## src/rtl/pipe_pkg.sv

```systemverilog
// Shared types and constants for the pipeline sequencing controller.
package pipe_pkg;

   typedef enum logic [1:0] {
      RUN      = 2'd0,
      MEM_WAIT = 2'd1,
      ERROR    = 2'd2
   } hz_state_e;

   localparam logic [4:0] REG_X0 = 5'd0;

   // Enable/flush controls for the PC and the pipeline registers.
   typedef struct packed {
      logic pc_en;
      logic pc_sel;
      logic if_id_en;
      logic if_id_flush;
      logic id_ex_en;
      logic id_ex_flush;
      logic ex_mem_en;
      logic mem_wb_bubble;
   } pipe_ctrl_t;

   // Field order: pc_en, pc_sel, if_id_en, if_id_flush, id_ex_en, id_ex_flush, ex_mem_en, mem_wb_bubble
   localparam pipe_ctrl_t CTRL_RUN      = '{1'b1, 1'b0, 1'b1, 1'b0, 1'b1, 1'b0, 1'b1, 1'b0};
   localparam pipe_ctrl_t CTRL_BRANCH   = '{1'b1, 1'b1, 1'b1, 1'b1, 1'b1, 1'b1, 1'b1, 1'b0};
   localparam pipe_ctrl_t CTRL_LOAD_USE = '{1'b0, 1'b0, 1'b0, 1'b0, 1'b1, 1'b1, 1'b1, 1'b0};
   localparam pipe_ctrl_t CTRL_FROZEN   = '{1'b0, 1'b0, 1'b0, 1'b0, 1'b0, 1'b0, 1'b0, 1'b1};

endpackage

```

## src/rtl/hazard_ctrl_sat_counter.sv

```systemverilog
// Saturating up-counter: increments on inc_i, holds at all-ones, async clear.
module sat_counter #(
   parameter int WIDTH = 32
) (
   input  logic             clk,
   input  logic             rst_n,
   input  logic             inc_i,
   output logic [WIDTH-1:0] cnt_o
);

   logic [WIDTH-1:0] cnt_q;

   // Count up on request, stopping at all-ones so the value never wraps.
   always_ff @(posedge clk or negedge rst_n) begin
      // NOTE: sequential state uses non-blocking assignments so every flop samples pre-edge values.
      if (!rst_n) begin
         cnt_q <= '0;
      end else if (inc_i && (cnt_q != {WIDTH{1'b1}})) begin
         cnt_q <= cnt_q + WIDTH'(1);
      end
   end

   assign cnt_o = cnt_q;

endmodule

```

## src/rtl/hazard_ctrl.sv

```systemverilog
// Pipeline sequencing controller: load-use stalls, branch flushes,
// data-memory wait freeze with timeout watchdog, and performance counters.
module hazard_ctrl
   import pipe_pkg::*;
#(
   parameter int WIDTH   = 32,
   parameter int TIMEOUT = 16,
   parameter int TMO_W   = 5
) (
   input  logic             clk,
   input  logic             rst_n,
   input  logic [4:0]       id_rs1,
   input  logic [4:0]       id_rs2,
   input  logic             id_use_rs2,
   input  logic [4:0]       ex_rd,
   input  logic             ex_memtoReg,
   input  logic             ex_branch_taken,
   input  logic             mem_req,
   input  logic             dmem_ready,
   output logic             pc_en,
   output logic             pc_sel,
   output logic             if_id_en,
   output logic             if_id_flush,
   output logic             id_ex_en,
   output logic             id_ex_flush,
   output logic             ex_mem_en,
   output logic             mem_wb_bubble,
   output logic             dmem_valid,
   output logic             err,
   output logic [WIDTH-1:0] stall_cnt,
   output logic [WIDTH-1:0] flush_cnt
);

   hz_state_e        state_q, state_d;
   logic [TMO_W-1:0] wait_cnt_q, wait_cnt_d;
   pipe_ctrl_t       ctrl;
   logic             load_use;
   logic             wait_pending;

   // A load in EX whose destination feeds the ID instruction; x0 never hazards.
   assign load_use = ex_memtoReg && (ex_rd != REG_X0) &&
                     ((ex_rd == id_rs1) || (id_use_rs2 && (ex_rd == id_rs2)));

   // Memory access still outstanding this cycle: in RUN it is a new request
   // not yet ready, in MEM_WAIT it is simply the absence of ready.
   assign wait_pending = (state_q == MEM_WAIT) ? !dmem_ready
                                                : (mem_req && !dmem_ready);

   // Control outputs: priority memory wait, then branch flush, then load-use stall.
   always_comb begin
      // NOTE: every combinational output gets a default first so no latch is inferred.
      ctrl = CTRL_RUN;
      if (state_q == ERROR) begin
         ctrl = CTRL_FROZEN;
      end else if (wait_pending) begin
         ctrl = CTRL_FROZEN;
      end else if (ex_branch_taken) begin
         ctrl = CTRL_BRANCH;
      end else if (load_use) begin
         ctrl = CTRL_LOAD_USE;
      end
   end

   // Next state and watchdog count; the count clears on every exit from MEM_WAIT.
   always_comb begin
      state_d    = state_q;
      wait_cnt_d = wait_cnt_q;
      unique case (state_q)
         RUN: begin
            wait_cnt_d = '0;
            if (mem_req && !dmem_ready) state_d = MEM_WAIT;
         end
         MEM_WAIT: begin
            if (dmem_ready) begin
               state_d    = RUN;
               wait_cnt_d = '0;
            end else if (wait_cnt_q == TMO_W'(TIMEOUT - 1)) begin
               state_d    = ERROR;
               wait_cnt_d = '0;
            end else begin
               wait_cnt_d = wait_cnt_q + TMO_W'(1);
            end
         end
         ERROR: begin
            wait_cnt_d = '0;
         end
         default: begin
            state_d    = RUN;
            wait_cnt_d = '0;
         end
      endcase
   end

   // State register and watchdog counter; ERROR is left only through reset.
   always_ff @(posedge clk or negedge rst_n) begin
      if (!rst_n) begin
         state_q    <= RUN;
         wait_cnt_q <= '0;
      end else begin
         state_q    <= state_d;
         wait_cnt_q <= wait_cnt_d;
      end
   end

   assign pc_en         = ctrl.pc_en;
   assign pc_sel        = ctrl.pc_sel;
   assign if_id_en      = ctrl.if_id_en;
   assign if_id_flush   = ctrl.if_id_flush;
   assign id_ex_en      = ctrl.id_ex_en;
   assign id_ex_flush   = ctrl.id_ex_flush;
   assign ex_mem_en     = ctrl.ex_mem_en;
   assign mem_wb_bubble = ctrl.mem_wb_bubble;
   assign dmem_valid    = mem_req && (state_q != ERROR);
   assign err           = (state_q == ERROR);

   // Every cycle the PC is held counts as a stall; every branch redirect is a flush.
   sat_counter #(.WIDTH(WIDTH)) u_stall_cnt (
      .clk   (clk),
      .rst_n (rst_n),
      .inc_i (!ctrl.pc_en),
      .cnt_o (stall_cnt)
   );

   sat_counter #(.WIDTH(WIDTH)) u_flush_cnt (
      .clk   (clk),
      .rst_n (rst_n),
      .inc_i (ctrl.pc_sel),
      .cnt_o (flush_cnt)
   );

endmodule
```

## config.mk

```make
export PLATFORM = sky130hd
export DESIGN_NAME = hazard_ctrl
export DESIGN_NICKNAME = d
export VERILOG_FILES = /design/src/rtl/pipe_pkg.sv /design/src/rtl/hazard_ctrl_sat_counter.sv /design/src/rtl/hazard_ctrl.sv
export SDC_FILE = /design/constraint.sdc
export NUM_CORES = 1
export LEC_CHECK = 0
export CAP_MARGIN = 20
export CORE_MARGIN = 2
export CORE_UTILIZATION = 40
export CTS_CLUSTER_SIZE = 28
export DETAILED_ROUTE_END_ITERATION = 12
export PLACE_DENSITY = 0.71
export SYNTH_ARGS = -nofsm -noshare
export SYNTH_HDL_FRONTEND = slang
export SYNTH_SLANG_ARGS = --single-unit
```

## constraint.sdc

```tcl
create_clock -name clk -period 2.6 [get_ports clk]
set_input_delay 0.26 -clock clk [delete_from_list [all_inputs] [get_ports clk]]
set_output_delay 0.26 -clock clk [all_outputs]
set_load 0.03 [all_outputs]
```

== Yosys cells after proc, flatten, opt, wreduce, memory -nomap -nowiden ==
Cells that the tools add are included.

* Reduce and logical (&&, ||, !) cells: 13
* Equal/unequal tests: 10
* Multiplexer cells: 12
* Bitwise operators: 1
* $add $sub $neg: 3

{| class="wikitable"
|+ Operators with widths
! kind !! number
|-
| $add A32 B1 Y32 const B || 2
|-
| $ne A32 B32 Y1 const B || 2
|-
| $mux W8 || 4
|-
| $mux W5 || 3
|-
| $eq A5 B5 Y1 || 2
|-
| $logic_and A1 B1 Y1 || 7
|-
| $mux W2 || 3
|-
| $pmux W2 S3 || 1
|-
| $add A5 B1 Y5 const B || 1
|-
| $eq A5 B4 Y1 const B || 1
|-
| $reduce_bool A5 Y1 || 1
|-
| $ne A2 B2 Y1 const B || 2
|-
| $ne A3 B2 Y1 const B || 1
|-
| $reduce_and A3 Y1 || 1
|-
| $eq A2 B1 Y1 const B || 1
|-
| $eq A2 B2 Y1 const B || 1
|-
| $logic_not A1 Y1 || 2
|-
| $logic_not A2 Y1 || 1
|-
| $logic_or A1 B1 Y1 || 1
|-
| $mux W1 || 1
|-
| $not A1 Y1 || 1
|}

* Flip-flop bits (word level): 71
* Output and inout bits: 74

== Logic depth before layout (Yosys ltp) ==
* Depth in word-level cells: 10
* Gate-level depth with buffers: 10
* Mapped depth without buffers: 7

== Modules after synthesis ==
Synthesis repeated with hierarchy kept, for this count alone.

* Cells, all modules: 357
* Area, all modules: 3749.8 um^2

{| class="wikitable"
|+ By module, submodules not included
! module !! area each (um^2) !! instances !! sequential area each (um^2) !! cells each
|-
| sat_counter || 1624.1 || 2 || 800.8 || 151
|-
| hazard_ctrl || 501.7 || 1 || 175.2 || 55
|}

== Least setup slack after synthesis ==
Ideal clock, no wire load.

* Kind: register to register
* From: reg u_stall_cnt.cnt_q[0], in the netlist u_stall_cnt.cnt_o[0]
* To: reg u_stall_cnt.cnt_q[1], in the netlist u_stall_cnt.cnt_o[1]
* Setup time: 0.125 ns
* Required time: 2.475 ns
* Data arrival time: 2.616 ns
* Path slack: -0.140 ns
* Stages on the path, launching flop included: 9
* Cells stage by stage: dfrtp_1 -> ha_1 -> inv_1 -> or4_1 -> clkbuf_2 -> or4b_1 -> o211ai_2 -> buf_4 -> mux2_2

* Longest elaborated chain between the ends: 2

{| class="wikitable"
|+ RTL lines
! what !! line !! source
|-
| from (decl) || hazard_ctrl_sat_counter.sv:11 || <nowiki>logic [WIDTH-1:0] cnt_q;</nowiki>
|-
| from (signal assigned) || hazard_ctrl_sat_counter.sv:19 || <nowiki>cnt_q <= cnt_q + WIDTH'(1);</nowiki>
|-
| branches (longest 2 deep; another with $add A32 B1 Y32) || -- ||
|}

Parallel ways; which one is timed is not known.
A chain may end at the register's enable or synchronous reset.

== Worst setup path in the final report ==
* From: reg u_stall_cnt.cnt_q[9], in the netlist u_stall_cnt.cnt_o[9]
* To: reg u_stall_cnt.cnt_q[18], in the netlist u_stall_cnt.cnt_o[18]

The elaborated chain is that of the path after synthesis.

==> flow_summary.yaml <==
hold_path:
  holdPathEnd: "wait_cnt_q[0]"
  min_path_type: "register to register"
  holdPathStages: 1
  min_from: "wait_cnt_q[0]"
placed_design:
  dp_cells: 556
  hpwl_mm: 6.03
  pre_cts_ws_ns: 0.0351
  gp_congestion: 0.802
  placed_area_um2: 4710
  io_buffers: 95
floorplanning:
  die_area_um2: 9480
  io_pins: 96
  core_area_um2: 8590
  die_height_um: 97.4
  rows: 34
  start_util: 0.406
  die_w_um: 97.4
power:
  sw_frac_of_total: 0.356
  switching_power_mw: 1.16
  p_total_mw: 3.25
  p_int_mw: 2.10
  clkPwrFrac: 0.223
  seq_power_share: 0.408
  ir_worst_vdd_mv: 0.393
  comb_power_share: 0.368
  p_leak_nw: 2.18
  powerDensity_nw_per_um2: 664
timing:
  holdWs_ns: 0.466
  max_slew_margin: 0.528
  fmax_ghz: 0.402
  period_needed_ns: 2.49
  worst_pin_slew_ns: 0.708
  setup_ws_ns: 0.112
  fin_setup_tns_ns: 0
  skew_ns: 0.00890
  post-route-period-util: 0.957
  drv_slew: 0
  timing_hold_violations_final: 0
  setup_viol: 0
  rsz0062_at_grt: "no"
yosys:
  netlist_area_um2: 3490
  synthMuxAreaShare: 0.00646
  synth_area_per_cell_um2: 10.3
  netlist_instances: 340
  ys_ff_latch: 71
  yosys.area_share.simple: 0.233
  synth_compound_gate_area_share: 0.0255
  ys.flop_type: "dfrtp_1"
  synth.net_count: 365
  synth-adder-area-share: 0.0108
  synth_top_family_by_area: "simple AND/OR/NAND/NOR gates"
  ys_async_sr_fraction: 1.00
  ys_warn_count: 0
  synth_edf_count: 0
  yosysSeqAreaShare: 0.510
  synthXorXnorAreaFrac: 0.186
  synth_cell_types: 36
clocking:
  clk_pin_slew_ns: 0.07
  clock_path_buffers: 2
  cts_sinks: 71
  cts_made_buffers: 9
  clk_latency_ns: 0.33
  cts_tree: "built"
  clock-root-buffer: "clkbuf_8"
  htreeDepth: 3
global_route:
  top_usage_layer: "met2"
  grt.overflow.total: 0
  gr-usage-met2: 0.284
  grt_pass1_vias: 2906
  met1_usage: 0.228
  grt_max_degree: 42
  grt_first_pass_wirelength_mm: 13.6
  use_met3: 0.0417
  grt_antenna_before_repair: 0
  grtUsageTotal: 0.174
layout:
  layout.nets: 486
  drive_gt1_frac: 0.112
  syn_to_final_growth_pct: 40.5
  seq_area_um2: 1780
  diodes: 0
  multi_input_comb_area_um2: 1630
  final_util: 0.570
  fin_cells: 574
  nFillCells: 751
  final_design_area_no_fill_um2: 4900
drt:
  via_count: 2900
  viasPerCell: 5.05
  drc_errors: 0
  wl_per_cell_um: 14.0
  firstDrtPassIters: 5
  wirelength_mm: 8.02
  drt_iter0_drc: 69
  antenna_left: 0
critical_path:
  r2r-start: "u_stall_cnt.cnt_o[9]"
  cp_max_fo: 8
  end_kind: "register"
  critPathLaunchType: "register"
  crit_type: "register to register"
  worstPathArrival_ns: 2.69
  r2r_slack_ns: 0.11
  cp.required_ns: 2.80
  worstRegToRegCells: 7
  r2r-end: "u_stall_cnt.cnt_o[18]"
outcome:
  status: "completed"
run:
  cap_violations: 0
-- synthesized netlist by cell type (4+ instances only) --
cell	instances	share of area
buf_4	4	0.0086
and3_1	9	0.016
xor2_1	37	0.093
nor3_1	17	0.024
nand2_1	29	0.031
nor4_1	11	0.020
nor2_1	29	0.031
xnor2_1	37	0.093
nand3_1	27	0.039
dfrtp_1	71	0.51
inv_1	10	0.011
nand4_1	18	0.032
-- worst max path at each step --
stage / from / endpoint / slack (ns) / cells after the start
after global routing: u_stall_cnt.cnt_o[4] / u_stall_cnt.cnt_o[10] / 0.004 / 7
after global placement: ex_rd[1] / id_ex_flush / 0.09 / 7
final: u_stall_cnt.cnt_o[9] / u_stall_cnt.cnt_o[18] / 0.11 / 7
after floorplan: u_stall_cnt.cnt_o[7] / u_stall_cnt.cnt_o[19] / 0.002 / 9
after CTS: ex_rd[1] / if_id_en / 0.03 / 7
after detailed placement: ex_rd[1] / if_id_en / 0.04 / 7
-- critical path, cell delays in order (launching register included) --
cell and delay [ns]:
dfrtp_1 0.41, nand4_1 0.18, or4_1 0.56, or4b_1 0.61, o211ai_4 0.20, buf_4 0.21, nor4_1 0.06, xor2_1 0.14
-- power groups by stage --
stage	combinational, mW	clock (mW)	sequential, mW
after floorplan	0.499	0	1.54
after global placement	1.17	0	1.34
after detailed placement	1.19	0	1.35
after CTS	1.19	0.756	1.33
after global routing	1.29	0.793	1.35
final	1.20	0.727	1.33
-- timing repair --
item                                   in CTS  in global routing
setup buffers                               0                  1
resized for setup                           0                  3
hold buffers                                1                  0
endpoints found under the hold margin      17                  0
setup endpoints to repair                   0                 21
-- cell usage in the layout (no fill, tap or decap), types with 2 or more instances in the layout --
master           instances
nor3_1                  17
mux2_2                   2
o211ai_1                 2
buf_4                   23
and4_1                   3
clkdlybuf4s50_1         91
nand2b_1                 3
and3_1                   9
buf_12                   2
clkbuf_1                 3
inv_1                   10
ha_1                     2
clkbuf_8                 9
nand2_1                 29
dfrtp_2                  6
xor2_1                  37
nand3_1                 27
and2_1                   3
dfrtp_1                 65
or4_1                    2
a211o_1                  2
nor4_1                  11
o21ai_0                  2
nor2_1                  29
xnor2_1                 37
or2_2                    2
clkinv_2                 3
nor3b_1                  2
nand4_1                 18
-- state kept, by name, summed over array words and instances, names as in the netlist --
name,flops
wait_cnt_q,5
u_stall_cnt.cnt_o,32
u_flush_cnt.cnt_o,32
state_q,2
-- cell families (layout without fill, tap and decap cells) --
group	Yosys count	after routing
AND/OR/NAND/NOR	159	159
XOR/XNOR	74	74
flip-flops	71	71
buffers and inverters	19	145
AO/OA/AOI/OAI	12	12
adder cells (fa/ha/maj)	3	3
multiplexers	2	2
-- per-layer routing --
| layer | vias to the layer above | share of wire |
|---|---|---|
| li1 | 1417 | - |
| met3 | 12 | 0.043 |
| met2 | 64 | 0.49 |
| met1 | 1407 | 0.45 |
| met5 | - | 0 |
| met4 | 0 | 0.016 |
-- final cells by class --
| type | instances | share of cell area |
|---|---|---|
| multi-input combinational | 250 | 0.333 |
| clock inverter | 4 | 0.00460 |
| timing repair buffer | 119 | 0.235 |
| clock buffer | 12 | 0.0276 |
| inverter | 10 | 0.00766 |
| tap | 108 | 0.0276 |
| sequential | 71 | 0.364 |
(Power assumes the default switching activity.)
